### config.mk
export PLATFORM = sky130hd
export DESIGN_NAME = ddr_chroma_line_fetcher
export DESIGN_NICKNAME = d
export VERILOG_FILES = /design/src/rtl/ddr_chroma_line_fetcher.sv
export SDC_FILE = /design/constraint.sdc
export NUM_CORES = 1
export LEC_CHECK = 0
export BUFFER_PORTS_ARGS = -buffer_cell sky130_fd_sc_hd__buf_2
export CAP_MARGIN = 20
export CORE_MARGIN = 2
export CORE_UTILIZATION = 57
export CTS_CLUSTER_DIAMETER = 80
export CTS_CLUSTER_SIZE = 20
export DETAILED_ROUTE_END_ITERATION = 6
export GPL_TIMING_DRIVEN = 0
export PLACE_DENSITY = 0.88
export SETUP_SLACK_MARGIN = 0.5
export SLEW_MARGIN = 0
export SYNTH_ARGS = -nofsm -noshare
export SYNTH_HDL_FRONTEND = slang
export SYNTH_SLANG_ARGS = --single-unit
### constraint.sdc
create_clock -name clk -period 7.73 [get_ports clk]
set_clock_uncertainty 0.15 [all_clocks]
set_input_delay 1.546 -clock clk [delete_from_list [all_inputs] [get_ports clk]]
set_output_delay 1.546 -clock clk [all_outputs]
set_load 0.01 [all_outputs]
### src/rtl/ddr_chroma_line_fetcher.sv
// ddr_chroma_line_fetcher
//
// Write-side companion of the chroma line buffer. On each accepted
// line_start for an even luma line it issues one DDR burst covering the
// chroma line (line_y/2) and streams the returned 64-bit words into the
// line buffer. Odd luma lines, and empty lines, complete without DDR
// traffic because chroma is half height and the buffered line is reused.
//
// Ports
//   clk, reset_n        : clock, synchronous active-low reset
//   line_start, line_y  : one-cycle line request and its luma line number
//   base_addr, stride   : chroma plane origin and pitch (64-bit word units)
//   width               : chroma pixels per line
//   busy, line_done     : request in flight / one-cycle completion pulse
//   ddr_addr, ddr_burstcnt, ddr_rd, ddr_busy : DDR burst read request
//   ddr_dout, ddr_dout_ready                 : DDR read return
//   buf_clear, buf_we, buf_wdata             : line buffer write interface
module ddr_chroma_line_fetcher #(
    parameter int ADDR_W    = 28,
    parameter int STRIDE_W  = 8,
    parameter int MAX_WORDS = 32
) (
    input  logic                clk,
    input  logic                reset_n,
    input  logic                line_start,
    input  logic [8:0]          line_y,
    input  logic [ADDR_W-1:0]   base_addr,
    input  logic [STRIDE_W-1:0] stride,
    input  logic [7:0]          width,
    output logic                busy,
    output logic                line_done,
    output logic [ADDR_W-1:0]   ddr_addr,
    output logic [5:0]          ddr_burstcnt,
    output logic                ddr_rd,
    input  logic                ddr_busy,
    input  logic [63:0]         ddr_dout,
    input  logic                ddr_dout_ready,
    output logic                buf_clear,
    output logic                buf_we,
    output logic [63:0]         buf_wdata
);

    localparam logic [8:0] MAX_WORDS_9 = 9'(MAX_WORDS);
    localparam logic [5:0] MAX_WORDS_6 = 6'(MAX_WORDS);

    // DRAIN is the cycle in which the final buffer write is visible; the
    // skip path also passes through it so that both paths end the same way.
    typedef enum logic [2:0] {
        IDLE  = 3'd0,
        REQ   = 3'd1,
        RECV  = 3'd2,
        DRAIN = 3'd3,
        SKIP  = 3'd4,
        DONE  = 3'd5
    } state_t;

    state_t              state_q, state_d;
    logic [ADDR_W-1:0]   addr_q, addr_d;
    logic [5:0]          burst_q, burst_d;
    logic [5:0]          cnt_q, cnt_d;
    logic                clear_q, clear_d;
    logic                we_q, we_d;
    logic [63:0]         wdata_q, wdata_d;

    logic [8:0]            words_raw;
    logic [5:0]            line_words;
    logic [7+STRIDE_W:0]   line_off;
    logic [ADDR_W-1:0]     line_addr;

    // Burst geometry for the requested line, evaluated from the live inputs
    // and only captured when line_start is accepted.
    always_comb begin
        words_raw = ({1'b0, width} + 9'd7) >> 3;
        if (words_raw > MAX_WORDS_9) begin
            line_words = MAX_WORDS_6;
        end else begin
            line_words = words_raw[5:0];
        end
        line_off  = {{STRIDE_W{1'b0}}, line_y[8:1]} * {8'd0, stride};
        line_addr = base_addr + ADDR_W'(line_off);
    end

    always_comb begin
        state_d = state_q;
        addr_d  = addr_q;
        burst_d = burst_q;
        cnt_d   = cnt_q;
        clear_d = 1'b0;
        we_d    = 1'b0;
        wdata_d = wdata_q;
        case (state_q)
            IDLE: begin
                if (line_start) begin
                    addr_d  = line_addr;
                    burst_d = line_words;
                    cnt_d   = 6'd0;
                    if (line_y[0] || (line_words == 6'd0)) begin
                        state_d = SKIP;
                    end else begin
                        state_d = REQ;
                        clear_d = 1'b1;
                    end
                end
            end
            REQ: begin
                // A beat returned in the acceptance cycle is already beat 0.
                if (!ddr_busy) begin
                    state_d = RECV;
                    if (ddr_dout_ready) begin
                        we_d    = 1'b1;
                        wdata_d = ddr_dout;
                        cnt_d   = 6'd1;
                        if (burst_q == 6'd1) begin
                            state_d = DRAIN;
                        end
                    end
                end
            end
            RECV: begin
                if (ddr_dout_ready) begin
                    we_d    = 1'b1;
                    wdata_d = ddr_dout;
                    cnt_d   = cnt_q + 6'd1;
                    if ((cnt_q + 6'd1) == burst_q) begin
                        state_d = DRAIN;
                    end
                end
            end
            SKIP:    state_d = DRAIN;
            DRAIN:   state_d = DONE;
            DONE:    state_d = IDLE;
            default: state_d = IDLE;
        endcase
    end

    always_ff @(posedge clk) begin
        if (!reset_n) begin
            state_q <= IDLE;
            addr_q  <= '0;
            burst_q <= '0;
            cnt_q   <= '0;
            clear_q <= 1'b0;
            we_q    <= 1'b0;
            wdata_q <= '0;
        end else begin
            state_q <= state_d;
            addr_q  <= addr_d;
            burst_q <= burst_d;
            cnt_q   <= cnt_d;
            clear_q <= clear_d;
            we_q    <= we_d;
            wdata_q <= wdata_d;
        end
    end

    assign busy         = (state_q == REQ) || (state_q == RECV) ||
                          (state_q == DRAIN) || (state_q == SKIP);
    assign line_done    = (state_q == DONE);
    assign ddr_rd       = (state_q == REQ);
    assign ddr_addr     = addr_q;
    assign ddr_burstcnt = burst_q;
    assign buf_clear    = clear_q;
    assign buf_we       = we_q;
    assign buf_wdata    = wdata_q;

endmodule

* Yosys cells after proc, flatten, opt, wreduce, memory -nomap -nowiden
Cells that the tools add are included.
** Word-level totals
- Flip-flop bits (word level) :: 109
- Input bits :: 122
- Output and inout bits :: 103
** Operators by class
- Add/sub/neg operators :: 3
- Multipliers :: 1
- Order comparisons :: 1
- Equality and inequality tests :: 12
- Multiplexer cells :: 21
- Reduce and logical (&&, ||, !) cells :: 13
** Operator list (number)
- 64-bit two-way mux :: 2
- 64-bit case mux with 2 select lines :: 1
- 6-bit two-way mux :: 5
- 28-bit by 16-bit adder with 28-bit output :: 1
- 6-bit case mux with 3 select lines :: 1
- 8-bit by 8-bit multiplier with 16-bit output :: 1
- 3-bit two-way mux :: 5
- 3-bit case mux with 5 select lines :: 1
- 8-bit by 3-bit adder with 9-bit output (second input constant) :: 1
- 2-bit inequality test (second input constant) :: 4
- 6-bit by 1-bit adder with 6-bit output (second input constant) :: 1
- 3-bit by 2-bit equality test with 1-bit output (second input constant) :: 2
- 3-bit equality test (second input constant) :: 2
- 6-bit by 1-bit equality test with 1-bit output (second input constant) :: 1
- 6-bit equality test :: 1
- 6-bit > comparator (second input constant) :: 1
- 6-bit zero test :: 1
- 1-bit two-way mux :: 5
- 5-bit AND reduction :: 1
- 1-bit logical OR :: 4
- 2-bit AND reduction :: 2
- 4-bit AND reduction :: 1
- 3-bit by 1-bit equality test with 1-bit output (second input constant) :: 1
- 3-bit zero test :: 1
- other kinds (5) :: 5

* Logic depth before layout (Yosys ltp)
- Depth in word-level cells :: 8
- Depth in mapped cells :: 18
- Mapped depth without buffers :: 17

* Least setup slack after synthesis
No wires, ideal clock.
- Kind :: input-to-reg
- Start point :: input line_y[6]
- End point :: register addr_q[20], in the netlist ddr_addr[20]
- Library setup time :: 74 ps
- Arrival :: 5467 ps
- Required time :: 7506 ps
- Path slack :: 2039 ps
- Stages :: 15
- Path buffers :: 1
- Path through :: clkbuf_1 -> and2_1 -> fa_1 -> fa_1 -> inv_1 -> fa_1 -> fa_1 -> inv_1 -> ha_1 -> and3_4 -> and3_4 -> o21ai_4 -> o21ai_4 -> or3_1 -> a31oi_1
** On the way
- Word-level cells in the longest chain between the ends :: 2
** Ends and longest elaborated chain
- from (decl) :: line 26 : input logic [8:0] line_y,
- 8-bit by 8-bit multiplier with 16-bit output :: line 79 : line_off = {{STRIDE_W{1'b0}}, line_y[8:1]} * {8'd0, stride};
- 28-bit by 16-bit adder with 28-bit output :: line 80 : line_addr = base_addr + ADDR_W'(line_off);
- to (signal assigned) :: line 147 : addr_q <= addr_d;
- to (decl) :: line 58 : logic [ADDR_W-1:0] addr_q, addr_d;
Every way passes these cells.
A chain may end at the register's enable or synchronous reset.

* Final worst setup path
- Start point :: input line_y[6]
- End point :: register addr_q[16], in the netlist ddr_addr[16]
The elaborated chain is that of the path after synthesis.

==> run summary <==
first-pass GRT wire length: 29900 um
number of global-route vias before repair: 6497
Final Max Tran Viols: 0
Nets: 1354
worst hold path startpoint: buf_wdata[14]
worst reg2reg path endpoint: ddr_addr[17]
relative slew slack: 0.568
io pins: 225
initial antenna violation count: 0
First DRT Iteration DRCs: 474
register share of total power: 0.287
max-cap viol count: 0
Final period util: 0.743
XOR/XNOR Fraction of Synth Area: 0.0312
simple-gate portion of the synthesized area: 0.213
Avg Inst Size Synth: 8.03 um^2
mux contribution to synthesized area: 0.00274
PwrDens: 290 mW/mm^2
ys async rst share: 0
H-tree lvl count: 3
die width: 117 um
dpl cells: 1301
PostCTS Resize Cnt: 0
Worst R2R Setup Slack: 5720 ps
Compound-Gate Fraction of Synth Area: 0.158
total CTS buffers: 9
most frequent cell after synthesis: nand2_1
final std cells w/o fill: 1316
register area share after synthesis: 0.299
Crit Path Class: primary input to flop
Synth Area in Adders: 0.209
setup_tns: 0 ps
GRT Overall Usage: 0.277
CORE AREA: 0.0126 mm^2
Fmax: 174 MHz
status: finished, final reports clean
RSZ-0062 raised after global routing: no
Hold Slack: 302 ps
Setup Fix Bufs, Post-CTS: 0
Cells after Synth: 909
Hold EP: buf_wdata[14]
Worst Hold Depth: 2
Primary FF master, synth: dfxtp_1
share of layout cells above drive strength 1: 0.242
RR Startpoint: state_q[2]
Yosys top cell area share: 0.299
Worst EP arrival: 5890 ps
top cells by area, synth: dfxtp_1 30%, fa_1 14%, nand2_1 11%
most area-hungry cell type in the Yosys netlist: dfxtp_1
WL/cell: 14.7 um
Vias: 7074
Port Buffers: 220
Clock Power Share: 0.180
NetSw: 0.00110 W
Commonest cells post-synth: 210 x nand2_1, 109 x dfxtp_1, 103 x a21oi_1, 103 x inv_1, 50 x fa_1
Die Footprint: 0.0137 mm^2
largest family of logic cells by synthesized area: simple AND/OR/NAND/NOR gates
clock sinks: 109
crit path launch type: primary input
hold buffers post-CTS: 0
LEAKAGE: 4.30 nW
Setup crit end kind: flop
EDFF count, synth: 0
die height: 117 um
Worst Hold Class: flop to flop
antenna-violating nets left: 0
TritonCTS clock tree: built
Worst Reg-to-Reg Cells: 7
Initial Utilization: 0.581
# rows: 41
final estimated routing congestion in global placement: 0.925
internal power: 0.00148 W
dpl hpwl: 15300 um
Remaining DRCs: 0
Crit Path Max Fanout: 8
clock latency on the worst-skew pair: 350 ps
Post-Syn Area: 0.00730 mm^2
combinational share of power: 0.533
fin crit period: 5740 ps
drt total wl: 19300 um
pin count of the biggest net entering global routing: 18
peak supply drop: 211 uV
vias per inst: 5.38
GRT overflow: 0
Crit path required time: 7880 ps
antenna diode count: 0
DR pass1 iterations: 5
clock-pin slew on the worst setup and hold paths: 80 ps
Longest Clk Path Bufs: 2
Sw Share: 0.428
final hold vios: 0
Root Driver: clkbuf_16
Setup-failing EPs final: 0
Yosys reg bits: 109
Ys Warns: 0
P&R area growth vs syn: 22.0%
Worst-Margin Slew: 648 ps
synth unique cells: 61
Synthesized Nets: 1123
## state kept, by name, summed over array words and instances, names as in the netlist
register      flops
state_q           3
buf_wdata        64
buf_clear         1
buf_we            1
ddr_burstcnt      6
ddr_addr         28
cnt_q             6
## power groups by stage
stage                     sequential, W  clock (W)  combinational [W]
after floorplan                0.000786          0           0.000948
after global placement         0.000748          0            0.00132
after detailed placement       0.000750          0            0.00136
after CTS                      0.000739   0.000470            0.00137
after global routing           0.000752   0.000492            0.00154
final                          0.000741   0.000463            0.00137
## worst max path at each step
stage	from	cells past startpoint	to	slack [ps]
2_1_floorplan	line_y[6]	15	ddr_addr[20]	2040
3_3_place_gp	line_y[6]	15	ddr_addr[19]	1720
3_5_place_dp	line_y[6]	15	ddr_addr[27]	1680
4_1_cts	line_y[6]	15	ddr_addr[20]	2040
5_1_grt	line_y[6]	15	ddr_addr[23]	1760
6_report	line_y[6]	15	ddr_addr[16]	1990
## layer usage
| metal | vias to the layer above | track usage | share of wire |
|---|---|---|---|
| met5 | - | 0 | 0 |
| met4 | 0 | 0.114 | 0.028 |
| met3 | 51 | 0.0546 | 0.083 |
| met2 | 326 | 0.474 | 0.49 |
| met1 | 3268 | 0.344 | 0.40 |
| li1 | 3429 | - | - |
## cell families (layout without fill, tap and decap cells)
family / after synthesis / in the layout
adders and majority gates: 92 / 92
muxes: 2 / 2
DFF: 109 / 109
buffers and inverters: 148 / 383
and+or+nand+nor: 344 / 344
AOI/OAI and AO/OA: 188 / 188
xor gates and xnor gates: 26 / 26
## metrics by stage
| step | util | area (um^2) | total power, W | setup slack [ps] |
|---|---|---|---|---|
| after floorplan | - | 7300 | 0.00173 | 2040 |
| after global placement | 0.685 | 8610 | 0.00207 | 1720 |
| after detailed placement | 0.685 | 8610 | 0.00212 | 1680 |
| after CTS | 0.708 | 8900 | 0.00258 | 2040 |
| after global routing | 0.708 | 8900 | 0.00278 | 1760 |
| final | 0.708 | 8900 | 0.00258 | 1990 |
## cell type report
cell class                 count  area [um^2]
buffer                        44          244
clock buffer                  10          229
clock inverter                 5         60.1
fill                        1034         3660
inverter                     104          390
multi-input combinational    652         4480
sequential                   109         2180
tap                          172          215
timing repair buffer         220         1100
## critical path, cell delays in order
cell	delay, ps
clkbuf_1	310
and2_1	210
fa_1	450
fa_1	580
inv_1	70
fa_1	510
fa_1	540
inv_1	40
ha_1	400
and3_4	250
and3_4	210
o21a_1	110
o21ai_1	70
a2111oi_0	430
a311o_1	180
## placed cells by master (no fill, tap or decap), types with 3 or more instances in the layout
master / n
dfxtp_1: 109
nor2_1: 33
nand2_1: 210
a211oi_1: 9
clkbuf_1: 21
o21ai_0: 20
xor2_1: 9
clkbuf_16: 9
a21oi_1: 103
buf_6: 7
inv_1: 103
xnor2_1: 17
or3_1: 11
a31oi_1: 13
nor3_1: 6
buf_2: 235
and3_1: 9
o21ai_4: 3
a211o_1: 3
nand3_1: 16
nand4_1: 5
fa_1: 50
ha_1: 42
o21a_1: 5
and2_1: 36
o21ai_1: 4
o31ai_1: 4
Power figures use the tool's default switching activity.
